## config.mk

```make
export PLATFORM = sky130hd
export DESIGN_NAME = unit_scan_controller_flat
export DESIGN_NICKNAME = d
export VERILOG_FILES = /design/src/rtl/unit_scan_controller_if.sv /design/src/rtl/unit_scan_controller.sv /design/src/flat_wrapper.sv
export SDC_FILE = /design/constraint.sdc
export NUM_CORES = 1
export LEC_CHECK = 0
export ABC_AREA = 1
export BUFFER_PORTS_ARGS = -buffer_cell sky130_fd_sc_hd__buf_2
export CAP_MARGIN = 15
export CORE_UTILIZATION = 45
export CTS_CLUSTER_SIZE = 16
export DETAILED_ROUTE_END_ITERATION = 12
export GPL_TIMING_DRIVEN = 0
export PLACE_DENSITY = 0.76
export SYNTH_ARGS = -nofsm -noshare
export SYNTH_HDL_FRONTEND = slang
export SYNTH_SLANG_ARGS = --single-unit
```

## constraint.sdc

```tcl
create_clock -name clk -period 2.5 [get_ports clk]
set_input_delay 0.25 -clock clk [delete_from_list [all_inputs] [get_ports clk]]
set_output_delay 0.25 -clock clk [all_outputs]
set_load 0.01 [all_outputs]
```

## src/rtl/unit_scan_controller_if.sv

```systemverilog
`default_nettype none
// ============================================================================
// Module      : unit_scan_controller_if
// Description : Clause row read port plus forced-literal valid/ready stream.
// Revision    : 1.0 - initial release
// ============================================================================
interface unit_scan_controller_if #(
    parameter int NUM_ROWS     = 16,
    parameter int COLS_PER_ROW = 4,
    parameter int LIT_WIDTH    = 6
);
    logic                              row_rd_en;
    logic [$clog2(NUM_ROWS)-1:0]       row_addr;
    logic [COLS_PER_ROW*LIT_WIDTH-1:0] static_row;
    logic [COLS_PER_ROW-1:0]           dynamic_row;
    logic                              unit_valid;
    logic [LIT_WIDTH-1:0]              unit_literal;
    logic [$clog2(NUM_ROWS)-1:0]       unit_row;
    logic                              unit_ready;

    modport master (
        output row_rd_en, row_addr, unit_valid, unit_literal, unit_row,
        input  static_row, dynamic_row, unit_ready
    );

    modport slave (
        input  row_rd_en, row_addr, unit_valid, unit_literal, unit_row,
        output static_row, dynamic_row, unit_ready
    );
endinterface
`default_nettype wire

```

## src/rtl/unit_scan_controller.sv

```systemverilog
`default_nettype none
// ============================================================================
// Module      : unit_scan_controller
// Description : Scans every clause row once, emitting unit literals and
//               stopping early on the first fully falsified clause.
// Revision    : 1.0 - initial release
// ============================================================================
module unit_scan_controller #(
    parameter int NUM_ROWS     = 16,
    parameter int COLS_PER_ROW = 4,
    parameter int LIT_WIDTH    = 6
) (
    input  wire logic                          clk,
    input  wire logic                          rst,
    input  wire logic                          start,
    input  wire logic                          abort,
    output logic                               busy,
    output logic                               done,
    output logic                               conflict,
    output logic [$clog2(NUM_ROWS)-1:0]        conflict_row,
    output logic [$clog2(NUM_ROWS+1)-1:0]      unit_count,
    unit_scan_controller_if.master             bus
);
    localparam int ROW_W  = $clog2(NUM_ROWS);
    localparam int CNT_W  = $clog2(NUM_ROWS+1);
    localparam int CAND_W = $clog2(COLS_PER_ROW+1);
    localparam logic [ROW_W-1:0] c_LAST_ROW = ROW_W'(NUM_ROWS-1);

    typedef enum logic [2:0] {
        S_IDLE = 3'd0,
        S_READ = 3'd1,
        S_EVAL = 3'd2,
        S_EMIT = 3'd3,
        S_DONE = 3'd4
    } state_t;

    state_t                r_state;
    state_t                w_state_next;
    logic [ROW_W-1:0]      r_ptr;
    logic [ROW_W-1:0]      r_conflict_row;
    logic [ROW_W-1:0]      r_unit_row;
    logic [CNT_W-1:0]      r_unit_count;
    logic                  r_conflict;
    logic [LIT_WIDTH-1:0]  r_unit_literal;

    logic                  w_any_lit;
    logic [CAND_W-1:0]     w_cand_cnt;
    logic [LIT_WIDTH-1:0]  w_cand_lit;
    logic                  w_is_unit;
    logic                  w_is_conflict;
    logic                  w_last;
    logic                  w_xfer;

    // Row classification; only meaningful in EVAL when read data is valid.
    always_comb begin
        w_any_lit  = 1'b0;
        w_cand_cnt = '0;
        w_cand_lit = '0;
        for (int i = 0; i < COLS_PER_ROW; i++) begin
            if (bus.static_row[i*LIT_WIDTH +: LIT_WIDTH] != '0) begin
                w_any_lit = 1'b1;
                if (!bus.dynamic_row[i]) begin
                    w_cand_cnt = w_cand_cnt + 1'b1;
                    w_cand_lit = bus.static_row[i*LIT_WIDTH +: LIT_WIDTH];
                end
            end
        end
    end

    assign w_is_unit     = (w_cand_cnt == CAND_W'(1));
    assign w_is_conflict = w_any_lit && (w_cand_cnt == '0);
    assign w_last        = (r_ptr == c_LAST_ROW);
    assign w_xfer        = bus.unit_valid && bus.unit_ready;

    always_ff @(posedge clk) begin
        if (rst) begin
            r_state <= S_IDLE;
        end else begin
            r_state <= w_state_next;
        end
    end

    always_comb begin
        w_state_next = r_state;
        case (r_state)
            S_IDLE: if (start) w_state_next = S_READ;
            S_READ: w_state_next = S_EVAL;
            S_EVAL: begin
                if (w_is_unit)          w_state_next = S_EMIT;
                else if (w_is_conflict) w_state_next = S_DONE;
                else if (w_last)        w_state_next = S_DONE;
                else                    w_state_next = S_READ;
            end
            S_EMIT: if (w_xfer) w_state_next = w_last ? S_DONE : S_READ;
            S_DONE: w_state_next = S_IDLE;
            default: w_state_next = S_IDLE;
        endcase
        // Abort outranks everything outside IDLE, including a same-cycle transfer.
        if (abort && (r_state != S_IDLE)) begin
            w_state_next = S_IDLE;
        end
    end

    always_ff @(posedge clk) begin
        if (rst) begin
            r_ptr          <= '0;
            r_conflict     <= 1'b0;
            r_conflict_row <= '0;
            r_unit_count   <= '0;
            r_unit_literal <= '0;
            r_unit_row     <= '0;
        end else begin
            case (r_state)
                S_IDLE: begin
                    if (start) begin
                        r_ptr          <= '0;
                        r_conflict     <= 1'b0;
                        r_conflict_row <= '0;
                        r_unit_count   <= '0;
                    end
                end
                S_EVAL: begin
                    if (!abort) begin
                        if (w_is_unit) begin
                            r_unit_literal <= w_cand_lit;
                            r_unit_row     <= r_ptr;
                        end else if (w_is_conflict) begin
                            r_conflict     <= 1'b1;
                            r_conflict_row <= r_ptr;
                        end else if (!w_last) begin
                            r_ptr <= r_ptr + 1'b1;
                        end
                    end
                end
                S_EMIT: begin
                    if (w_xfer && !abort) begin
                        r_unit_count <= r_unit_count + 1'b1;
                        if (!w_last) begin
                            r_ptr <= r_ptr + 1'b1;
                        end
                    end
                end
                default: ;
            endcase
        end
    end

    assign busy             = (r_state != S_IDLE);
    assign done             = (r_state == S_DONE);
    assign conflict         = r_conflict;
    assign conflict_row     = r_conflict_row;
    assign unit_count       = r_unit_count;
    assign bus.row_rd_en    = (r_state == S_READ);
    assign bus.row_addr     = r_ptr;
    assign bus.unit_valid   = (r_state == S_EMIT);
    assign bus.unit_literal = r_unit_literal;
    assign bus.unit_row     = r_unit_row;
endmodule
`default_nettype wire

```

## src/flat_wrapper.sv

```systemverilog
// flat-port wrapper written by rule: the top's interface ports become plain ports
module unit_scan_controller_flat 
#(
    parameter int NUM_ROWS     = 16,
    parameter int COLS_PER_ROW = 4,
    parameter int LIT_WIDTH    = 6
)
  (clk, rst, start, abort, busy, done, conflict, conflict_row, unit_count, bus_row_rd_en, bus_row_addr, bus_unit_valid, bus_unit_literal, bus_unit_row, bus_static_row, bus_dynamic_row, bus_unit_ready);
  unit_scan_controller_if #(.NUM_ROWS(NUM_ROWS), .COLS_PER_ROW(COLS_PER_ROW), .LIT_WIDTH(LIT_WIDTH)) bus_i ();
  input  wire logic clk;
  input  wire logic rst;
  input  wire logic start;
  input  wire logic abort;
  output logic busy;
  output logic done;
  output logic conflict;
  output logic [$clog2(NUM_ROWS)-1:0] conflict_row;
  output logic [$clog2(NUM_ROWS+1)-1:0] unit_count;
  output wire logic [$bits(bus_i.row_rd_en)-1:0] bus_row_rd_en;
  output wire logic [$bits(bus_i.row_addr)-1:0] bus_row_addr;
  output wire logic [$bits(bus_i.unit_valid)-1:0] bus_unit_valid;
  output wire logic [$bits(bus_i.unit_literal)-1:0] bus_unit_literal;
  output wire logic [$bits(bus_i.unit_row)-1:0] bus_unit_row;
  input wire logic [$bits(bus_i.static_row)-1:0] bus_static_row;
  input wire logic [$bits(bus_i.dynamic_row)-1:0] bus_dynamic_row;
  input wire logic [$bits(bus_i.unit_ready)-1:0] bus_unit_ready;
  assign bus_row_rd_en = bus_i.row_rd_en;
  assign bus_row_addr = bus_i.row_addr;
  assign bus_unit_valid = bus_i.unit_valid;
  assign bus_unit_literal = bus_i.unit_literal;
  assign bus_unit_row = bus_i.unit_row;
  assign bus_i.static_row = bus_static_row;
  assign bus_i.dynamic_row = bus_dynamic_row;
  assign bus_i.unit_ready = bus_unit_ready;
  unit_scan_controller #(.NUM_ROWS(NUM_ROWS), .COLS_PER_ROW(COLS_PER_ROW), .LIT_WIDTH(LIT_WIDTH)) u_core (.clk(clk), .rst(rst), .start(start), .abort(abort), .busy(busy), .done(done), .conflict(conflict), .conflict_row(conflict_row), .unit_count(unit_count), .bus(bus_i));
endmodule
```

==> results.md <==
* Fillers at 360
* Root Buffer: clkbuf_8
* Max-slew violations at 0
* Max-cap violations at 0
* IO buf count at 60
* Delay of the slowest critical-path stage at roughly 0.26 ns
* Critical path capture point type: flop
* Post-DP HPWL at around 3700 um
* P_leak at ~1.2 nW
* Unrepaired setup endpoints after global routing: yes
* Min-Delay Path Depth at 3
* Fin. Hold Viols at 0
* Power per cell area at about 530 nW/um2
* Syn-to-layout area delta at 39.65%
* Final WL at about 5000 um
* Status: finished, violations left
* Sequential share of the synthesized area at 0.2831
* Hold WC Path Type: in -> reg
* Die Wd at between 60 and 70 um
* Tcrit/Tclk final at 1.032
* Worst-case reg-to-reg path depth at 8
* Avg Inst Size Synth at around 6.9 um2
* Post-Syn Nets at between 300 and 400
* Number of buffers created by CTS at 3
* Reg2Reg Setup Slack at between 0.6 and 0.7 ns
* Worst-Skew Late Latency at around 0.27 ns
* Peak Freq at 387.6 MHz
* Worst path cell trace: buf_6 -> nor2_4 -> nand3_2 -> nand2_2 -> inv_2 -> ha_4 -> nand2_2 -> nand2_2 -> ha_4 -> nand3b_1 -> and2_4 -> ha_4 -> inv_2 -> nor2_1 -> nand2_1 -> nand2_1 -> nand3_2 -> inv_2 -> nand3_4 -> buf_12 -> nand2_8 -> nor2_4 -> nand2_1 -> a21oi_1
* DRC viols at 0
* Antenna violations before repair at 0
* Violations in the final reports: setup timing
* DR vias at roughly 2100
* Worst Setup Slack, final at -0.07971 ns
* Slew @ Worst Pin at between 0.6 and 0.7 ns
* Share of cells above drive strength 1 at 0.4497
* DRT iter0 DRCs at around 170
* Dpl cell area at around 2300 um2
* Netlist cell types at 35
* GP Congestion at roughly 0.87
* Drt via density at between 5 and 6
* Worst path slowest cell: ha_4
* Reg-to-Reg End: u_core.bus.row_addr[3]$_SDFFE_PP0P_
* Minimum clock period at 2.580 ns
* H-tree levels at 1
* CORE AREA at 4029 um2
* Reg clk slew, reported paths at ~0.090 ns
* Starting Density at 0.4739
* Worst Path Max Fanout at 5
* Final Cell Area at ~2700 um2
* Final setup violation count at 18
* Deepest clock path buffer count at 2
* TritonCTS Sinks at 27
* Maximum number of pins on one net before global-route repair at 15
* First-pass GRT wire length at slightly above 8000 um
* Hold_ws at 0.2660 ns
* Placed insts at a little under 400
* Cts hold-fix bufs at 0
* Design Power at 1.407 mW
* Worst path required time at ~2.7 ns
* Antenna diode count at 0
* Finished Layout Cells at about 410
* Hold Path Origin: bus_static_row[18]
* CTS tree: yes
* Final ANT Viol Nets at 0
* Max IR drop VDD at roughly 0.25 mV
* Gr ovfl total at 0
* Final #Nets at between 300 and 400
* Vias in the first global route at 1908
* Reg-to-Reg Start: u_core.bus.row_addr[0]$_SDFFE_PP0P_
* CP Data Arrival Time at roughly 2.8 ns
* Flops & latches, synth at 27
* First-pass DRT Iterations at 4
* Clock skew at about 0.0017 ns
* DIE AREA at ~4500 um2
* # IOs at between 60 and 70
* Row count at 23
* CP Class: in -> reg
* Post-Syn Area at between 1500 and 2000 um2
* Die Height at around 67 um
* YS warnings at 0
* Hold Path End: u_core.bus.unit_literal[0]$_SDFFE_PP0P_
* GRT Total Usage at 0.2277
* Routed wire per std cell at ~12 um
* Mapped Cells at roughly 280
* Critical path startpoint category: input port
* Max_slew headroom at 0.5567
## report_power, final
group | total (mW) | internal [mW] | leakage (nW) | switching, mW
clock | 0.250 | 0.114 | 0.0228 | 0.136
combinational | 0.659 | 0.257 | 0.980 | 0.402
sequential | 0.498 | 0.459 | 0.218 | 0.0387
total | 1.41 | 0.831 | 1.22 | 0.576
## worst max path at each step
| stage | from | end | cells after the start |
|---|---|---|---|
| after detailed placement | bus_static_row[0] | u_core.bus.unit_row[1]$_SDFFE_PP0P_ | 22 |
| after global routing | bus_static_row[3] | u_core.bus.unit_literal[2]$_SDFFE_PP0P_ | 23 |
| after floorplan | bus_static_row[0] | u_core.bus.unit_literal[1]$_SDFFE_PP0P_ | 22 |
| after CTS | bus_static_row[0] | u_core.bus.unit_row[1]$_SDFFE_PP0P_ | 23 |
| final | bus_static_row[3] | u_core.conflict_row[1]$_SDFFE_PP0P_ | 24 |
| after global placement | bus_static_row[0] | u_core.bus.unit_literal[1]$_SDFFE_PP0P_ | 23 |
## synthesized netlist by cell type
master    number  area share
nand4_1        1      0.0033
nor2_4         5       0.029
nand3_1       16       0.042
buf_6          4       0.024
nand2_2       10       0.033
inv_1         31       0.061
nor3b_1        2      0.0079
nor2_1        23       0.045
nand3b_1       2      0.0079
inv_2          5      0.0098
nor2_2         3      0.0098
a211oi_2       1      0.0066
a31oi_1        1      0.0033
ha_1           5       0.033
clkbuf_1       1      0.0020
o21ai_1       10       0.026
a21oi_1       35       0.092
nand3_4        2       0.018
inv_4          1      0.0033
o21ai_0       12       0.031
clkinv_1       1      0.0020
nand2_4        4       0.024
nor4_1         1      0.0033
a22oi_1        1      0.0039
nor3b_2        2       0.013
and2_1         1      0.0033
nor2_8         1       0.010
nor3_2         2       0.010
or2_2          2      0.0066
a211oi_1       1      0.0039
or2_4          2      0.0092
nor3_1         4       0.010
dfxtp_1       27        0.28
nand3_2        5       0.026
nand2_1       52        0.10
## state kept, by name, summed over array words and instances, names as in the netlist
name	count
u_core.bus.row_addr	4
u_core.bus.unit_literal	6
u_core.bus.unit_row	4
u_core.conflict	1
u_core.conflict_row	4
u_core.r_state	3
u_core.unit_count	5
## cells by family (layout without fill, tap and decap cells)
logic type | count (synthesis) | count (layout) | synth area share
AO/OA/AOI/OAI | 61 | 61 | 0.1671
AND/OR/NAND/NOR | 140 | 140 | 0.4155
buffers and inverters | 43 | 125 | 0.1016
adder cells (fa/ha/maj) | 5 | 5 | 0.03277
flip-flops | 27 | 27 | 0.2831
## stage by stage
step / TNS [ns] / setup slack (ns) / utilization
floorplan: -1.252 / -0.1031 / -
global placement: -7.930 / -0.4257 / 0.5758
detailed placement: -9.680 / -0.5075 / 0.5758
CTS: -0.003763 / -0.003060 / 0.6311
global route: -4.088 / -0.2303 / 0.6618
finish: -0.6842 / -0.07971 / 0.6618
## layout make-up
cell class                      count  area [um2]  area share
Buffer                              5       48.80     0.01830
Clock buffer                        4       45.04     0.01689
Inverter                           38       153.9     0.05772
Multi-Input combinational cell    206        1333      0.4998
Sequential cell                    27       540.5      0.2027
Tap cell                           50       62.56     0.02346
Timing Repair Buffer               78       483.0      0.1811
## repair_timing
item | in CTS | in global routing
gates resized for setup | 13 | 27
setup endpoints to repair | 21 | 22
cloned | 1 | 0
pin swaps | 6 | 10
setup buffers | 15 | 2
## routing by layer
metal  part of all wire  wire [um]  vias up  global-route usage
met5                  0          0        -                   0
met4              0.019         95        0             0.08777
met3              0.041        203       13             0.03716
met2               0.51       2530       63              0.4000
met1               0.43       2159      958              0.2745
li1                   -          -     1075                   -
## worst max-delay path, delay by kind of cell
family / cells / cell delay (ns)
and+or+nand+nor: 15 / 1.42
adders and majority gates: 3 / 0.61
buffers and inverters: 5 / 0.37
AOI/OAI and AO/OA: 1 / 0.14
## cell usage in the layout, fill, tap and decap left out, types with 2 or more instances in the layout
cell	instances
a21oi_1	28
clkbuf_1	2
buf_6	10
nand3_4	3
nor3b_2	2
nand2_4	4
o21ai_0	8
nand2_2	15
ha_4	3
o21ai_2	2
nand3_1	13
buf_4	16
clkbuf_8	3
nor2_1	20
nor3b_1	2
nor3_2	2
nand3b_1	2
or2_4	2
nand2_1	46
dfxtp_1	27
nor3_1	4
inv_4	3
inv_1	26
nand3_2	7
a21oi_2	7
or2_2	2
nor2_4	10
o21ai_1	12
ha_1	2
buf_2	55
inv_2	8
(Power assumes the default switching activity.)
